<file path="src/rtl/adsr_pkg.sv">
// Shared types and defaults for the adsr_bank envelope generator.
package adsr_pkg;

  typedef enum logic [2:0] {
    ST_IDLE    = 3'd0,
    ST_ATTACK  = 3'd1,
    ST_DECAY   = 3'd2,
    ST_SUSTAIN = 3'd3,
    ST_RELEASE = 3'd4
  } adsr_state_e;

  localparam int DEF_NUM_VOICES = 16;
  localparam int DEF_LEVEL_W    = 16;
  localparam int DEF_TICK_DIV   = 50000;
  localparam logic [DEF_LEVEL_W-1:0] LEVEL_MAX = {DEF_LEVEL_W{1'b1}};

endpackage

</file>
<file path="src/rtl/adsr_bank_if.sv">
// Gate/parameter/envelope bus between the note sequencer (master) and adsr_bank (slave).
interface adsr_bank_if #(
  parameter int NUM_VOICES = 16,
  parameter int LEVEL_W    = 16
);
  logic [NUM_VOICES-1:0]         trigger;
  logic [LEVEL_W-1:0]            attack_rate;
  logic [LEVEL_W-1:0]            decay_rate;
  logic [LEVEL_W-1:0]            sustain_level;
  logic [LEVEL_W-1:0]            release_rate;
  logic                          param_load;
  logic [NUM_VOICES*LEVEL_W-1:0] env_flat;
  logic [NUM_VOICES-1:0]         voice_active;
  logic                          update_done;

  modport master (
    output trigger, attack_rate, decay_rate, sustain_level, release_rate, param_load,
    input  env_flat, voice_active, update_done
  );

  modport slave (
    input  trigger, attack_rate, decay_rate, sustain_level, release_rate, param_load,
    output env_flat, voice_active, update_done
  );
endinterface

</file>
<file path="src/rtl/adsr_voice_step.sv">
// Combinational per-slot envelope update shared by every voice of adsr_bank.
// Arithmetic is one bit wider than the level so overflow/underflow saturates instead of wrapping.
module adsr_voice_step
  import adsr_pkg::*;
#(
  parameter int LEVEL_W = DEF_LEVEL_W
) (
  input  adsr_state_e        i_state,
  input  logic [LEVEL_W-1:0] i_level,
  input  logic               i_gate,
  input  logic               i_pending,
  input  logic [LEVEL_W-1:0] i_attack_rate,
  input  logic [LEVEL_W-1:0] i_decay_rate,
  input  logic [LEVEL_W-1:0] i_sustain_level,
  input  logic [LEVEL_W-1:0] i_release_rate,
  output adsr_state_e        o_state,
  output logic [LEVEL_W-1:0] o_level
);

  localparam logic [LEVEL_W-1:0] MAX_L  = {LEVEL_W{1'b1}};
  localparam logic [LEVEL_W-1:0] ZERO_L = {LEVEL_W{1'b0}};

  logic [LEVEL_W:0]   w_sum;
  logic [LEVEL_W:0]   w_dec;
  logic [LEVEL_W:0]   w_rel;
  logic               w_att_sat;
  logic [LEVEL_W-1:0] w_att_level;
  adsr_state_e        w_att_state;
  logic               w_dec_hit;
  logic               w_rel_hit;

  always_comb begin
    w_sum       = {1'b0, i_level} + {1'b0, i_attack_rate};
    w_dec       = {1'b0, i_level} - {1'b0, i_decay_rate};
    w_rel       = {1'b0, i_level} - {1'b0, i_release_rate};
    // A zero rate is an immediate step to the target.
    w_att_sat   = (i_attack_rate == ZERO_L) || w_sum[LEVEL_W] || (w_sum[LEVEL_W-1:0] == MAX_L);
    w_att_level = w_att_sat ? MAX_L : w_sum[LEVEL_W-1:0];
    w_att_state = w_att_sat ? ST_DECAY : ST_ATTACK;
    w_dec_hit   = (i_decay_rate == ZERO_L) || w_dec[LEVEL_W] ||
                  (w_dec[LEVEL_W-1:0] <= i_sustain_level);
    w_rel_hit   = (i_release_rate == ZERO_L) || w_rel[LEVEL_W] ||
                  (w_rel[LEVEL_W-1:0] == ZERO_L);
  end

  always_comb begin
    o_state = i_state;
    o_level = i_level;
    case (i_state)
      ST_IDLE: begin
        if (i_gate) begin
          o_state = w_att_state;
          o_level = w_att_level;
        end else begin
          o_state = ST_IDLE;
        end
      end
      ST_ATTACK: begin
        if (!i_gate) begin
          o_state = ST_RELEASE;
        end else begin
          o_state = w_att_state;
          o_level = w_att_level;
        end
      end
      ST_DECAY: begin
        if (!i_gate) begin
          o_state = ST_RELEASE;
        end else if (i_pending) begin
          o_state = w_att_state;
          o_level = w_att_level;
        end else if (w_dec_hit) begin
          o_state = ST_SUSTAIN;
          o_level = i_sustain_level;
        end else begin
          o_level = w_dec[LEVEL_W-1:0];
        end
      end
      ST_SUSTAIN: begin
        if (!i_gate) begin
          o_state = ST_RELEASE;
        end else if (i_pending) begin
          o_state = w_att_state;
          o_level = w_att_level;
        end else begin
          o_level = i_sustain_level;
        end
      end
      ST_RELEASE: begin
        if (i_gate) begin
          o_state = w_att_state;
          o_level = w_att_level;
        end else if (w_rel_hit) begin
          o_state = ST_IDLE;
          o_level = ZERO_L;
        end else begin
          o_level = w_rel[LEVEL_W-1:0];
        end
      end
      default: begin
        o_state = ST_IDLE;
        o_level = ZERO_L;
      end
    endcase
  end

endmodule

</file>
<file path="src/rtl/adsr_bank.sv">
// Multi-voice ADSR envelope bank: one shared step datapath swept across all voices every tick.
// Optional macro ADSR_RETRIG_EN latches trigger rising edges so short retrigger pulses re-attack.
module adsr_bank
  import adsr_pkg::*;
#(
  parameter int NUM_VOICES = DEF_NUM_VOICES,
  parameter int LEVEL_W    = DEF_LEVEL_W,
  parameter int TICK_DIV   = DEF_TICK_DIV
) (
  input logic        clk,
  input logic        reset,
  adsr_bank_if.slave bus
);

  localparam int CNT_W = (TICK_DIV > 1) ? $clog2(TICK_DIV) : 1;
  localparam int IDX_W = (NUM_VOICES > 1) ? $clog2(NUM_VOICES) : 1;

  logic [CNT_W-1:0]              r_tick_cnt;
  logic                          r_sweep_active;
  logic [IDX_W-1:0]              r_idx;
  logic [LEVEL_W-1:0]            r_sh_attack, r_sh_decay, r_sh_sustain, r_sh_release;
  logic [LEVEL_W-1:0]            r_wk_attack, r_wk_decay, r_wk_sustain, r_wk_release;
  adsr_state_e                   r_state [NUM_VOICES];
  logic [NUM_VOICES*LEVEL_W-1:0] r_env_flat;
  logic [NUM_VOICES-1:0]         r_voice_active;
  logic                          r_update_done;

  logic                          w_wrap;
  logic                          w_last;
  logic                          w_pending;
  adsr_state_e                   w_next_state;
  logic [LEVEL_W-1:0]            w_next_level;

  assign w_wrap = (r_tick_cnt == CNT_W'(TICK_DIV - 1));
  assign w_last = (r_idx == IDX_W'(NUM_VOICES - 1));

  always_ff @(posedge clk or negedge reset) begin
    if (!reset) begin
      r_tick_cnt     <= {CNT_W{1'b0}};
      r_sweep_active <= 1'b0;
      r_idx          <= {IDX_W{1'b0}};
      r_update_done  <= 1'b0;
      r_sh_attack    <= {LEVEL_W{1'b0}};
      r_sh_decay     <= {LEVEL_W{1'b0}};
      r_sh_sustain   <= {LEVEL_W{1'b0}};
      r_sh_release   <= {LEVEL_W{1'b0}};
      r_wk_attack    <= {LEVEL_W{1'b0}};
      r_wk_decay     <= {LEVEL_W{1'b0}};
      r_wk_sustain   <= {LEVEL_W{1'b0}};
      r_wk_release   <= {LEVEL_W{1'b0}};
    end else begin
      r_update_done <= r_sweep_active && w_last;
      if (bus.param_load) begin
        r_sh_attack  <= bus.attack_rate;
        r_sh_decay   <= bus.decay_rate;
        r_sh_sustain <= bus.sustain_level;
        r_sh_release <= bus.release_rate;
      end
      // Working params change only at the wrap, so a sweep never sees a mix of old and new.
      if (w_wrap) begin
        r_tick_cnt     <= {CNT_W{1'b0}};
        r_wk_attack    <= r_sh_attack;
        r_wk_decay     <= r_sh_decay;
        r_wk_sustain   <= r_sh_sustain;
        r_wk_release   <= r_sh_release;
        r_sweep_active <= 1'b1;
        r_idx          <= {IDX_W{1'b0}};
      end else begin
        r_tick_cnt <= r_tick_cnt + CNT_W'(1);
        if (r_sweep_active) begin
          if (w_last) begin
            r_sweep_active <= 1'b0;
          end else begin
            r_idx <= r_idx + IDX_W'(1);
          end
        end
      end
    end
  end

`ifdef ADSR_RETRIG_EN
  logic [NUM_VOICES-1:0] r_trig_d;
  logic [NUM_VOICES-1:0] r_pending;
  logic [NUM_VOICES-1:0] w_slot_mask;

  always_comb begin
    w_slot_mask = {NUM_VOICES{1'b0}};
    if (r_sweep_active) begin
      w_slot_mask[r_idx] = 1'b1;
    end else begin
      w_slot_mask = {NUM_VOICES{1'b0}};
    end
  end

  // A new edge wins over the slot clear so it is serviced on the following tick.
  always_ff @(posedge clk or negedge reset) begin
    if (!reset) begin
      r_trig_d  <= {NUM_VOICES{1'b0}};
      r_pending <= {NUM_VOICES{1'b0}};
    end else begin
      r_trig_d  <= bus.trigger;
      r_pending <= (r_pending & ~w_slot_mask) | (bus.trigger & ~r_trig_d);
    end
  end

  assign w_pending = r_pending[r_idx];
`else
  assign w_pending = 1'b0;
`endif

  adsr_voice_step #(.LEVEL_W(LEVEL_W)) u_step (
    .i_state         (r_state[r_idx]),
    .i_level         (r_env_flat[r_idx*LEVEL_W +: LEVEL_W]),
    .i_gate          (bus.trigger[r_idx]),
    .i_pending       (w_pending),
    .i_attack_rate   (r_wk_attack),
    .i_decay_rate    (r_wk_decay),
    .i_sustain_level (r_wk_sustain),
    .i_release_rate  (r_wk_release),
    .o_state         (w_next_state),
    .o_level         (w_next_level)
  );

  always_ff @(posedge clk or negedge reset) begin
    if (!reset) begin
      for (int i = 0; i < NUM_VOICES; i++) begin
        r_state[i] <= ST_IDLE;
      end
      r_env_flat     <= {(NUM_VOICES*LEVEL_W){1'b0}};
      r_voice_active <= {NUM_VOICES{1'b0}};
    end else if (r_sweep_active) begin
      r_state[r_idx]                        <= w_next_state;
      r_env_flat[r_idx*LEVEL_W +: LEVEL_W]  <= w_next_level;
      r_voice_active[r_idx]                 <= (w_next_state != ST_IDLE);
    end
  end

  assign bus.env_flat     = r_env_flat;
  assign bus.voice_active = r_voice_active;
  assign bus.update_done  = r_update_done;

endmodule

</file>
<file path="src/flat_wrapper.sv">
// flat-port wrapper written by rule: the top's interface ports become plain ports
module adsr_bank_flat import adsr_pkg::*;
#(
  parameter int NUM_VOICES = DEF_NUM_VOICES,
  parameter int LEVEL_W    = DEF_LEVEL_W,
  parameter int TICK_DIV   = DEF_TICK_DIV
)
  (clk, reset, bus_trigger, bus_attack_rate, bus_decay_rate, bus_sustain_level, bus_release_rate, bus_param_load, bus_env_flat, bus_voice_active, bus_update_done);
  adsr_bank_if #(.NUM_VOICES(NUM_VOICES), .LEVEL_W(LEVEL_W)) bus_i ();
  input logic clk;
  input logic reset;
  input wire logic [$bits(bus_i.trigger)-1:0] bus_trigger;
  input wire logic [$bits(bus_i.attack_rate)-1:0] bus_attack_rate;
  input wire logic [$bits(bus_i.decay_rate)-1:0] bus_decay_rate;
  input wire logic [$bits(bus_i.sustain_level)-1:0] bus_sustain_level;
  input wire logic [$bits(bus_i.release_rate)-1:0] bus_release_rate;
  input wire logic [$bits(bus_i.param_load)-1:0] bus_param_load;
  output wire logic [$bits(bus_i.env_flat)-1:0] bus_env_flat;
  output wire logic [$bits(bus_i.voice_active)-1:0] bus_voice_active;
  output wire logic [$bits(bus_i.update_done)-1:0] bus_update_done;
  assign bus_i.trigger = bus_trigger;
  assign bus_i.attack_rate = bus_attack_rate;
  assign bus_i.decay_rate = bus_decay_rate;
  assign bus_i.sustain_level = bus_sustain_level;
  assign bus_i.release_rate = bus_release_rate;
  assign bus_i.param_load = bus_param_load;
  assign bus_env_flat = bus_i.env_flat;
  assign bus_voice_active = bus_i.voice_active;
  assign bus_update_done = bus_i.update_done;
  adsr_bank #(.NUM_VOICES(NUM_VOICES), .LEVEL_W(LEVEL_W), .TICK_DIV(TICK_DIV)) u_core (.clk(clk), .reset(reset), .bus(bus_i));
endmodule
</file>
<file path="config.mk">
export PLATFORM = sky130hd
export DESIGN_NAME = adsr_bank_flat
export DESIGN_NICKNAME = d
export VERILOG_FILES = /design/src/rtl/adsr_pkg.sv /design/src/rtl/adsr_bank_if.sv /design/src/rtl/adsr_voice_step.sv /design/src/rtl/adsr_bank.sv /design/src/flat_wrapper.sv
export SDC_FILE = /design/constraint.sdc
export NUM_CORES = 1
export LEC_CHECK = 0
export CAP_MARGIN = 20
export CORE_AREA = 2 2 234 236
export DETAILED_ROUTE_END_ITERATION = 8
export DIE_AREA = 0 0 236 238
export GPL_ROUTABILITY_DRIVEN = 0
export PLACE_DENSITY = 0.73
export SLEW_MARGIN = 20
export SYNTH_ARGS = -nofsm -noshare
export SYNTH_HDL_FRONTEND = slang
export SYNTH_SLANG_ARGS = --single-unit
</file>
<file path="constraint.sdc">
create_clock -name clk -period 14.79 [get_ports clk]
set_input_delay 1.479 -clock clk [delete_from_list [all_inputs] [get_ports clk]]
set_output_delay 1.479 -clock clk [all_outputs]
set_load 0.05 [all_outputs]
</file>
==> flow_summary_export.csv, run 1 <==
group,metric,value,unit
logic_synthesis,syn_inst,2305,
clock_tree,cts_resized,0,
logic_synthesis,synth_edf_count,0,
layout,drive_above_1_share,14.23,%
die,fp.dieW,236,µm
critical_path,worst_path_max_delay_cell,"nor2_1",
critical_path,cp_cell_sequence,"buf_4, buf_4, mux4_2, a22oi_1, nand2_1, ha_1, nor2b_1, o31a_1, o211ai_1, a21oi_1, a311oi_1, ha_1, a21oi_1, o221ai_1, a221o_1, o311ai_1, nor2_4, nand2_1, a311oi_1, nor2_1, a21oi_1",
logic_synthesis,synth.top_cell.area_share,49.11,%
clock_tree,cts_buffers,51,
timing,maxSlewViolCount,0,
layout,area_growth,23.92,%
logic_synthesis,synth_seq_cells,470,
clock_tree,cts.path.max_buffers,3,
global_route,grt-busiest-layer,"met2",
global_route,grt_antenna_before_repair,2,
logic_synthesis,async_flop_share,100.0,%
logic_synthesis,synth_top_area_cell,"dfrtp_1",
critical_path,start_kind,"flip-flop",
clock_tree,postCtsSetupBuffers,0,
critical_path,crit_buf_inv,2,
timing,hold_ws,0.4637,ns
route,antenna_left,0,
logic_synthesis,synth_ff_type,"dfrtp_1",
critical_path,worst-endpoint-required,15.24,ns
route,drcViolationCount,0,
timing,worstMarginPinSlew,1.131,ns
pwr,peakVddDrop,0.09430,mV
die,core,53500,µm²
clock_tree,path_clk_slew,0.06,ns
global_route,grt_pass1_wl,122500,µm
timing,hold_violations,0,
critical_path,crit_top_cell,"a21oi_1",
logic_synthesis,yosys.cell_types.count,92,
placed_design,place_area,27960,µm²
critical_path,endpoint_kind,"flip-flop",
layout,nets,2765,
clock_tree,cts-root-buf,"clkbuf_16",
route,wirelength,79470,µm
logic_synthesis,avgSynthCellArea,10.39,µm²
placed_design,dp.cells,3251,
route,firstDrtPassIters,6,
pwr,p_leak,0.01182,µW
die,die-height,238,µm
die,dieArea,56170,µm²
die,start_util,44.77,%
timing,fmax,120.1,MHz
global_route,use_met3,9.081,%
clock_tree,clock_latency,0.63,ns
logic_synthesis,syn_area,23950,µm²
clock_tree,cts_tree,"done",
layout,final_area,29680,µm²
logic_synthesis,ys_seq_area_share,49.11,%
timing,max_slew_margin,24.59,%
critical_path,path_delay_family,"compound AO/OA/AOI/OAI gates",
critical_path,arrival,8.78,ns
global_route,use_met1,35.49,%
status,status,"complete, no violations",
clock_tree,htreeDepth,2,
die,fp-row-count,85,
timing,grt_setup_unrepaired,"no",
die,pin_count,356,
logic_synthesis,synth.most_common_cell,"dfrtp_1",
global_route,grt_use_total,28.09,%
critical_path,cp_max_fo,48,
pwr,power_density,89.84,nW/µm²
layout,seqCellArea,11770,µm²
timing,fin_skew,0.04057,ns
route,drt_iter0_markers,2054,
layout,nFillCells,4514,
global_route,grt_pass1_vias,20340,
critical_path,criticalPathCategory,"flip-flop to flip-flop",
global_route,grt_max_degree,176,
run,cap_violations,0,
logic_synthesis,synth_area_leaders,"dfrtp_1, mux4_2, a21oi_1",
worst_hold_path,min_path_type,"flip-flop to flip-flop",
critical_path,max_stage_delay,0.86,ns
placed_design,portBuffers,355,
timing,post-route-min-period,8.328,ns
logic_synthesis,syn-num-nets,2461,
placed_design,place_hpwl,57310,µm
layout,fin_cells,3346,
timing,setup_violations,0,
layout,multiInputGateArea,11240,µm²
logic_synthesis,yosys_warnings,0,
logic_synthesis,synth_common_cells,"dfrtp_1, nand2_1, nor2_1",
layout,n_antenna_cell,0,
timing,period_share,56.31,%
clock_tree,hold_buffers,0,
route,via_per_inst,5.989,
timing,setup-tns-final,0,ns
pwr,finalPower,2667,µW
global_route,grt-ovfl-total,0,
global_route,met2_usage,45.36,%
clock_tree,clock_sinks,470,
route,vias,20040,
route,wl_per_cell,23.75,µm
-- sequential cells by signal (all words and copies together) (netlist names), 16 cells and up --
signal                   cells
u_core.r_sh_attack          16
u_core.r_sh_sustain         16
u_core.r_state              48
u_core.r_sh_release         16
u_core.r_tick_cnt           16
u_core.bus.env_flat        256
u_core.r_wk_attack          16
u_core.bus.voice_active     16
u_core.r_wk_release         16
u_core.r_sh_decay           16
u_core.r_wk_sustain         16
u_core.r_wk_decay           16
-- cells in the final DEF, fill, tap and decap left out, drive strengths merged, types with 7 or more instances in the layout --
cell,Yosys,routed
a22oi,21,21
nand3,53,53
xnor2,20,20
and2,11,11
a31oi,7,7
o21a,15,15
nand4,8,8
nor2,273,273
nor4,19,19
a211oi,7,7
mux4,89,89
clkinv,0,16
inv,70,72
clkbuf,83,71
a21oi,254,254
nor2b,12,12
or2,8,8
mux2,98,98
dfrtp,470,470
o21ai,195,195
and3,17,17
a311oi,7,7
clkdlybuf4s50,0,353
nor3,19,19
a21o,17,17
xor2,21,21
ha,70,70
o211ai,10,10
nand2,270,270
buf,56,37
-- where the power goes --
group,switching [µW],internal [µW],leakage (µW)
Combinational,40.3,38.4,0.00602
Clock,544,729,0.000831
Sequential,10.7,1300,0.00497
Total,595,2070,0.0118
-- stage by stage --
step,utilization (%),worst slack [ns]
2_1_floorplan,-,8.698
3_3_place_gp,52.27,6.828
3_5_place_dp,52.27,6.687
4_1_cts,55.42,6.665
5_1_grt,55.48,5.977
6_report,55.48,6.462
-- layer usage --
layer | vias to the layer above | wire length [µm]
li1 | 8843 | -
met1 | 9954 | 31160
met2 | 1025 | 37300
met3 | 216 | 7998
met4 | 2 | 3006
met5 | - | 7
-- worst register-to-register path, cell delays in order, from the launching register on --
cell	delay, ns
dfrtp_4	0.65
buf_4	0.82
buf_4	0.63
mux4_2	0.63
a22oi_1	0.21
nand2_1	0.32
ha_1	0.38
nor2b_1	0.14
o31a_1	0.30
o211ai_1	0.31
a21oi_1	0.11
a311oi_1	0.56
ha_1	0.39
a21oi_1	0.16
o221ai_1	0.17
a221o_1	0.40
o311ai_1	0.51
nor2_4	0.19
nand2_1	0.13
a311oi_1	0.13
nor2_1	0.86
a21oi_1	0.17
-- cell families (layout without fill, tap and decap cells) --
kind of cell	after synthesis	count (layout)	share of synthesized area (%)
mux	191	191	13.14
simple gates	720	720	13.07
fa+ha+maj	73	73	3.908
buf+inv	209	554	4.090
compound gates	601	601	15.19
xor+xnor	41	41	1.499
flops	470	470	49.11
-- area by class of cell --
type / instances / share of cell area, %
Clock buffer: 71 / 4.924
Clock inverter: 23 / 0.7377
Inverter: 70 / 0.8853
Multi-Input combinational cell: 1626 / 37.89
Sequential cell: 470 / 39.65
Tap cell: 696 / 2.934
Timing Repair Buffer: 390 / 12.98
-- path summary, 6_finish.rpt --
check                      slack (ns)                  from                        to  depth (start not counted)
max reg2reg                      6.46       u_core.r_idx[0]  u_core.bus.env_flat[101]                         21
max in group asynchronous       11.52                 reset  u_core.bus.env_flat[148]                          4
min                              0.46  u_core.r_tick_cnt[0]      u_core.r_tick_cnt[0]                          1
max                              6.46       u_core.r_idx[0]  u_core.bus.env_flat[101]                         21
min in group asynchronous        0.76                 reset     u_core.r_sh_decay[11]                          1
min reg2reg                      0.46  u_core.r_tick_cnt[0]      u_core.r_tick_cnt[0]                          1
Note: power is estimated with default switching activity, not from simulation.
==> inputs of run 2 (changes only) <==
--- a/config.mk
+++ b/config.mk
@@ -10,7 +10,7 @@
 export DETAILED_ROUTE_END_ITERATION = 8
 export DIE_AREA = 0 0 236 238
 export GPL_ROUTABILITY_DRIVEN = 0
-export PLACE_DENSITY = 0.73
+export PLACE_DENSITY = 0.75
 export SLEW_MARGIN = 20
 export SYNTH_ARGS = -nofsm -noshare
 export SYNTH_HDL_FRONTEND = slang
==> constraint.sdc (replaced) <==
create_clock -name clk -period 7.55 [get_ports clk]
set_input_delay 0.755 -clock clk [delete_from_list [all_inputs] [get_ports clk]]
set_output_delay 0.755 -clock clk [all_outputs]
set_load 0.05 [all_outputs]
==> run 2 against run 1 <==
Effect of this change:
- wire length up 0.47%
- sequential share of layout area down 0.14 points
- via count increased by 1.5%
- hold slack worse by 0.26 ns
- total power grew 98%
- setup slack worse by 6.2 ns
- maximum frequency is 14% higher
- die area is the same
- highest routed layer is now met4
==> flow_summary_export.csv, run 2 (synthesized netlist as in run 1, its figures left out) <==
group,metric,value,unit
placed_design,portBuffers,355,
critical_path,criticalPathCategory,"flip-flop to flip-flop",
critical_path,endpoint_kind,"flip-flop",
critical_path,worst_path_max_delay_cell,"dfrtp_4",
route,wl_per_cell,23.83,µm
layout,largest_register_ff_count,256,
critical_path,r2r-start,"u_core.r_idx[0]",
clock_tree,hold_buffers,0,
timing,period_share,96.38,%
die,pin_count,356,
timing,hold_violations,0,
layout,nets,2771,
clock_tree,cts.path.max_buffers,3,
layout,final_area,29780,µm²
route,met3_length,7552,µm
timing,maxSlewViolCount,0,
status,status,"complete, no violations",
route,wirelength,79850,µm
placed_design,place_ws,0.5181,ns
clock_tree,cts_tree,"done",
critical_path,rr_worst_depth,20,
die,die-height,238,µm
clock_tree,path_clk_slew,0.06,ns
run,cap_violations,0,
layout,n_antenna_cell,0,
route,via_per_inst,6.071,
die,dieArea,56170,µm²
layout,final_cell_mix,"dfrtp_1, clkdlybuf4s50_1, nand2_1",
global_route,grt_use_total,28.14,%
route,wl_met2,37810,µm
timing,hold_ws,0.2017,ns
route,drcViolationCount,0,
clock_tree,cts-root-buf,"clkbuf_16",
die,fp.dieW,236,µm
clock_tree,clock_latency,0.60,ns
pwr,peakVddDrop,0.1389,mV
global_route,grt_pass1_vias,20340,
critical_path,start_kind,"flip-flop",
global_route,grt-ovfl-total,0,
timing,worstMarginPinSlew,1.090,ns
placed_design,dp.cells,3260,
timing,setup-tns-final,0,ns
route,highest_layer,"met4",
critical_path,arrival,7.81,ns
timing,fmax,137.4,MHz
route,firstDrtPassIters,6,
placed_design,place_hpwl,58020,µm
critical_path,rrSetupSlack,0.27,ns
die,fp-row-count,85,
global_route,grt_max_degree,188,
pwr,power_density,177.3,nW/µm²
critical_path,max_stage_delay,0.93,ns
critical_path,worst-endpoint-required,8.08,ns
route,drt_iter0_markers,2456,
global_route,grt_antenna_before_repair,0,
layout,drive_above_1_share,14.39,%
clock_tree,clock_sinks,470,
layout,fin_cells,3351,
clock_tree,htreeDepth,2,
placed_design,place_area,28060,µm²
clock_tree,postCtsSetupBuffers,0,
critical_path,cp_max_fo,36,
timing,grt_setup_unrepaired,"no",
global_route,grt_pass1_wl,122700,µm
critical_path,path_delay_family,"compound AO/OA/AOI/OAI gates",
clock_tree,cts_buffers,48,
route,m1WireLength,32180,µm
die,start_util,44.77,%
worst_hold_path,min_path_type,"input pin to asynchronous set/reset pin",
route,antenna_left,0,
route,vias,20340,
critical_path,cp_cell_sequence,"buf_4, mux4_2, a22oi_1, nand2_1, ha_1, a21oi_1, o2111ai_1, a21oi_1, nor2_1, nor3_1, ha_1, nand4_1, or3_1, a21oi_1, o311ai_1, nor2_4, a21oi_1, o21ai_1, a2bb2oi_2, mux2_2",
layout,area_growth,24.34,%
layout,layout_commonest_cell,"dfrtp_1",
timing,post-route-min-period,7.276,ns
die,core,53500,µm²
pwr,p_leak,0.01189,µW
critical_path,crit_top_cell,"a21oi_1",
timing,fin_skew,0.02579,ns
timing,fin_ws,0.2735,ns
clock_tree,cts_resized,0,
timing,max_slew_margin,27.35,%
critical_path,rr_endpoint,"u_core.bus.env_flat[158]",
timing,setup_violations,0,
critical_path,crit_buf_inv,1,
## run 2: changes by cell type in the layout (fill, tap and decap cells not counted), sizes merged
| cell | previous run | this run |
|---|---|---|
| buf | 37 | 46 |
| inv | 72 | 73 |
| clkinvlp | 3 | 0 |
| clkbuf | 71 | 69 |
| bufinv | 2 | 6 |
| clkinv | 16 | 12 |
## run 2: final cells by class
| type | instances | area [µm²] |
|---|---|---|
| Multi-Input combinational cell | 1626 | 11250 |
| Tap cell | 696 | 870.8 |
| Sequential cell | 470 | 11770 |
| Clock buffer | 69 | 1401 |
| Timing Repair Buffer | 399 | 3941 |
| Inverter | 70 | 262.8 |
| Clock inverter | 21 | 289.0 |
| Fill cell | 4376 | 23710 |
## run 2: stage by stage
step,power (µW),utilization (%)
finish,5280,55.67
floorplan,2661,-
CTS,5294,55.61
global route,5410,55.67
global placement,2771,52.45
detailed placement,2775,52.45
## run 2: how the worst max path moves through the flow
stage | slack (ns) | end | cells past startpoint | start
finish | 0.27 | u_core.bus.env_flat[158] | 20 | u_core.r_idx[0]
global route | 0.07 | u_core.bus.env_flat[14] | 22 | u_core.r_idx[0]
CTS | 0.49 | u_core.bus.env_flat[53] | 18 | u_core.r_idx[0]
detailed placement | 0.52 | u_core.bus.env_flat[133] | 18 | u_core.r_idx[0]
global placement | 0.75 | u_core.bus.env_flat[117] | 18 | u_core.r_idx[0]
floorplan | 1.46 | u_core.bus.env_flat[105] | 28 | u_core.r_idx[0]
## run 2: per-layer routing
metal  global-route usage (%)  vias up
met5                        0        -
met4                    7.914        0
met3                    6.351      199
met2                    46.23     1184
met1                    37.63    10140
li1                         -     8825
## run 2: worst register-to-register path, cell delays in order, from the launching register on
cell       delay (ns)
dfrtp_4          0.93
buf_4            0.36
mux4_2           0.56
a22oi_1          0.16
nand2_1          0.22
ha_1             0.40
a21oi_1          0.33
o2111ai_1        0.30
a21oi_1          0.36
nor2_1           0.09
nor3_1           0.37
ha_1             0.25
nand4_1          0.18
or3_1            0.41
a21oi_1          0.20
o311ai_1         0.22
nor2_4           0.47
a21oi_1          0.19
o21ai_1          0.21
a2bb2oi_2        0.68
mux2_2           0.32
## run 2: power by group
part / switching (µW) / leakage [µW] / internal [µW]
registers: 19.6 / 0.00497 / 2550
logic: 79.5 / 0.00608 / 75.5
clock network: 1050 / 0.000843 / 1510
total: 1140 / 0.0119 / 4140
==> inputs of run 3 (changes only) <==
--- a/config.mk
+++ b/config.mk
@@ -7,10 +7,12 @@
 export LEC_CHECK = 0
 export CAP_MARGIN = 20
 export CORE_AREA = 2 2 234 236
+export CTS_CLUSTER_DIAMETER = 60
 export DETAILED_ROUTE_END_ITERATION = 8
 export DIE_AREA = 0 0 236 238
 export GPL_ROUTABILITY_DRIVEN = 0
 export PLACE_DENSITY = 0.75
+export SKIP_CTS_REPAIR_TIMING = 1
 export SLEW_MARGIN = 20
 export SYNTH_ARGS = -nofsm -noshare
 export SYNTH_HDL_FRONTEND = slang
==> run 3 against run 2 <==
Effect of this change:
- sequential share of layout area increased by 0.12 points
- global-route usage increased by 0.059 points
- cell area decreased by 0.30%
==> flow_summary_export.csv, run 3 (synthesized netlist as in run 1, its figures left out) <==
group,metric,value,unit
layout,final_area,29690,µm²
pwr,peakVddDrop,0.1516,mV
timing,hold_ws,0.2005,ns
layout,drive_above_1_share,14.36,%
worst_hold_path,min_path_type,"input pin to asynchronous set/reset pin",
critical_path,r2r-start,"u_core.r_idx[0]",
route,wl_per_cell,23.87,µm
clock_tree,cts_tree,"done",
layout,final_cell_mix,"dfrtp_1, clkdlybuf4s50_1, nand2_1",
pwr,p_leak,0.01185,µW
clock_tree,cts.path.max_buffers,3,
clock_tree,clock_sinks,470,
clock_tree,cts_buffers,49,
die,start_util,44.77,%
placed_design,portBuffers,355,
layout,n_antenna_cell,0,
layout,nets,2771,
die,fp-row-count,85,
global_route,grt_max_degree,188,
clock_tree,path_clk_slew,0.06,ns
route,firstDrtPassIters,8,
die,core,53500,µm²
critical_path,crit_start,"u_core.r_idx[0]",
layout,nFillCells,4401,
global_route,grt_use_total,28.20,%
critical_path,critPathCapture,"u_core.bus.env_flat[199]",
layout,area_growth,23.97,%
layout,multiInputGateArea,11250,µm²
critical_path,arrival,7.63,ns
global_route,grt_pass1_wl,122800,µm
global_route,grt_antenna_before_repair,1,
layout,layout_commonest_cell,"dfrtp_1",
clock_tree,clock_latency,0.60,ns
critical_path,criticalPathCategory,"flip-flop to flip-flop",
layout,seqCellArea,11770,µm²
timing,worstMarginPinSlew,1.111,ns
critical_path,rrSetupSlack,0.34,ns
die,die-height,238,µm
timing,maxSlewViolCount,0,
layout,largest_register_ff_count,256,
critical_path,worst-endpoint-required,7.97,ns
run,cap_violations,0,
timing,grt_setup_unrepaired,"no",
placed_design,place_hpwl,58020,µm
timing,fin_skew,0.02922,ns
die,dieArea,56170,µm²
route,via_per_inst,6.069,
critical_path,rr_endpoint,"u_core.bus.env_flat[199]",
global_route,grt_pass1_vias,20370,
timing,period_share,95.46,%
global_route,grt-ovfl-total,0,
die,pin_count,356,
placed_design,place_area,28060,µm²
pwr,power_density,174.4,nW/µm²
route,vias,20330,
timing,post-route-min-period,7.207,ns
timing,setup_violations,0,
critical_path,endpoint_kind,"flip-flop",
critical_path,rr_worst_depth,22,
timing,hold_violations,0,
timing,max_slew_margin,25.91,%
route,wirelength,79980,µm
route,antenna_left,0,
route,drt_iter0_markers,2311,
clock_tree,htreeDepth,2,
route,drcViolationCount,0,
critical_path,start_kind,"flip-flop",
status,status,"complete, no violations",
timing,setup-tns-final,0,ns
timing,fmax,138.8,MHz
die,fp.dieW,236,µm
critical_path,cp_max_fo,36,
clock_tree,cts-root-buf,"clkbuf_16",
## run 3: changes by cell type in the layout (fill, tap and decap cells not counted), sizes merged
cell / before / now
bufinv: 6 / 2
clkbuf: 69 / 72
buf: 46 / 45
clkinv: 12 / 11
clkinvlp: 0 / 1
inv: 73 / 74
## run 3: area by class of cell
class                      instances  area share, %
clock buffer                      72          4.935
clock inverter                    18         0.5478
inverter                          70         0.8850
multi-input combinational       1626          37.88
sequential                       470          39.64
tap                              696          2.933
timing repair buffer             398          13.18
## run 3: stage by stage
| step | total power [µW] | utilization, % | instances | setup slack (ns) |
|---|---|---|---|---|
| floorplan | 2661 | - | 2305 | 1.458 |
| global placement | 2771 | 52.45 | 3260 | 0.7485 |
| detailed placement | 2775 | 52.45 | 3260 | 0.5181 |
| CTS | 5191 | 55.49 | 3350 | 0.4788 |
| global route | 5304 | 55.50 | 3350 | 0.04763 |
| finish | 5177 | 55.50 | 3350 | 0.3431 |
## run 3: report_power, final
part           internal, µW  switching, µW  leakage, µW
logic                  74.0           78.9      0.00606
clock network          1420           1030     0.000812
registers              2550           19.6      0.00497
## run 3: worst min-delay path by stage
stage	slack, ns	startpoint	to	depth (start not counted)
global route	0.28	reset	u_core.r_sh_decay[11]	1
finish	0.20	reset	u_core.r_sh_decay[9]	1
detailed placement	0.46	u_core.r_sh_attack[6]	u_core.r_wk_attack[6]	2
global placement	0.44	u_core.r_tick_cnt[0]	u_core.r_tick_cnt[0]	1
floorplan	0.43	u_core.r_tick_cnt[0]	u_core.r_tick_cnt[0]	1
CTS	0.25	reset	u_core.r_sh_decay[9]	1
## run 3: worst max-delay path: stages, from the launching register on
cell and delay [ns]:
dfrtp_4 0.90, mux4_2 0.60, a22oi_1 0.19, nand2_1 0.14, inv_1 0.13, ha_1 0.18
inv_1 0.06, fa_1 0.40, a21oi_1 0.32, o2111ai_1 0.30, a21oi_1 0.35, nor2_1 0.09
nor3_1 0.36, ha_1 0.25, nand4_1 0.18, or3_1 0.41, a21oi_1 0.18, o311ai_1 0.21
o21ai_0 0.33, o311ai_1 0.20, a21o_1 0.25, a32oi_2 0.68, o21ai_0 0.28
## run 3: metal layers
layer | vias to the layer above | GRT usage [%] | part of all wire, %
li1 | 8830 | - | -
met1 | 9977 | 37.42 | 39
met2 | 1297 | 45.88 | 47
met3 | 224 | 6.710 | 11
met4 | 2 | 9.052 | 3.2
met5 | - | 0 | 0.015
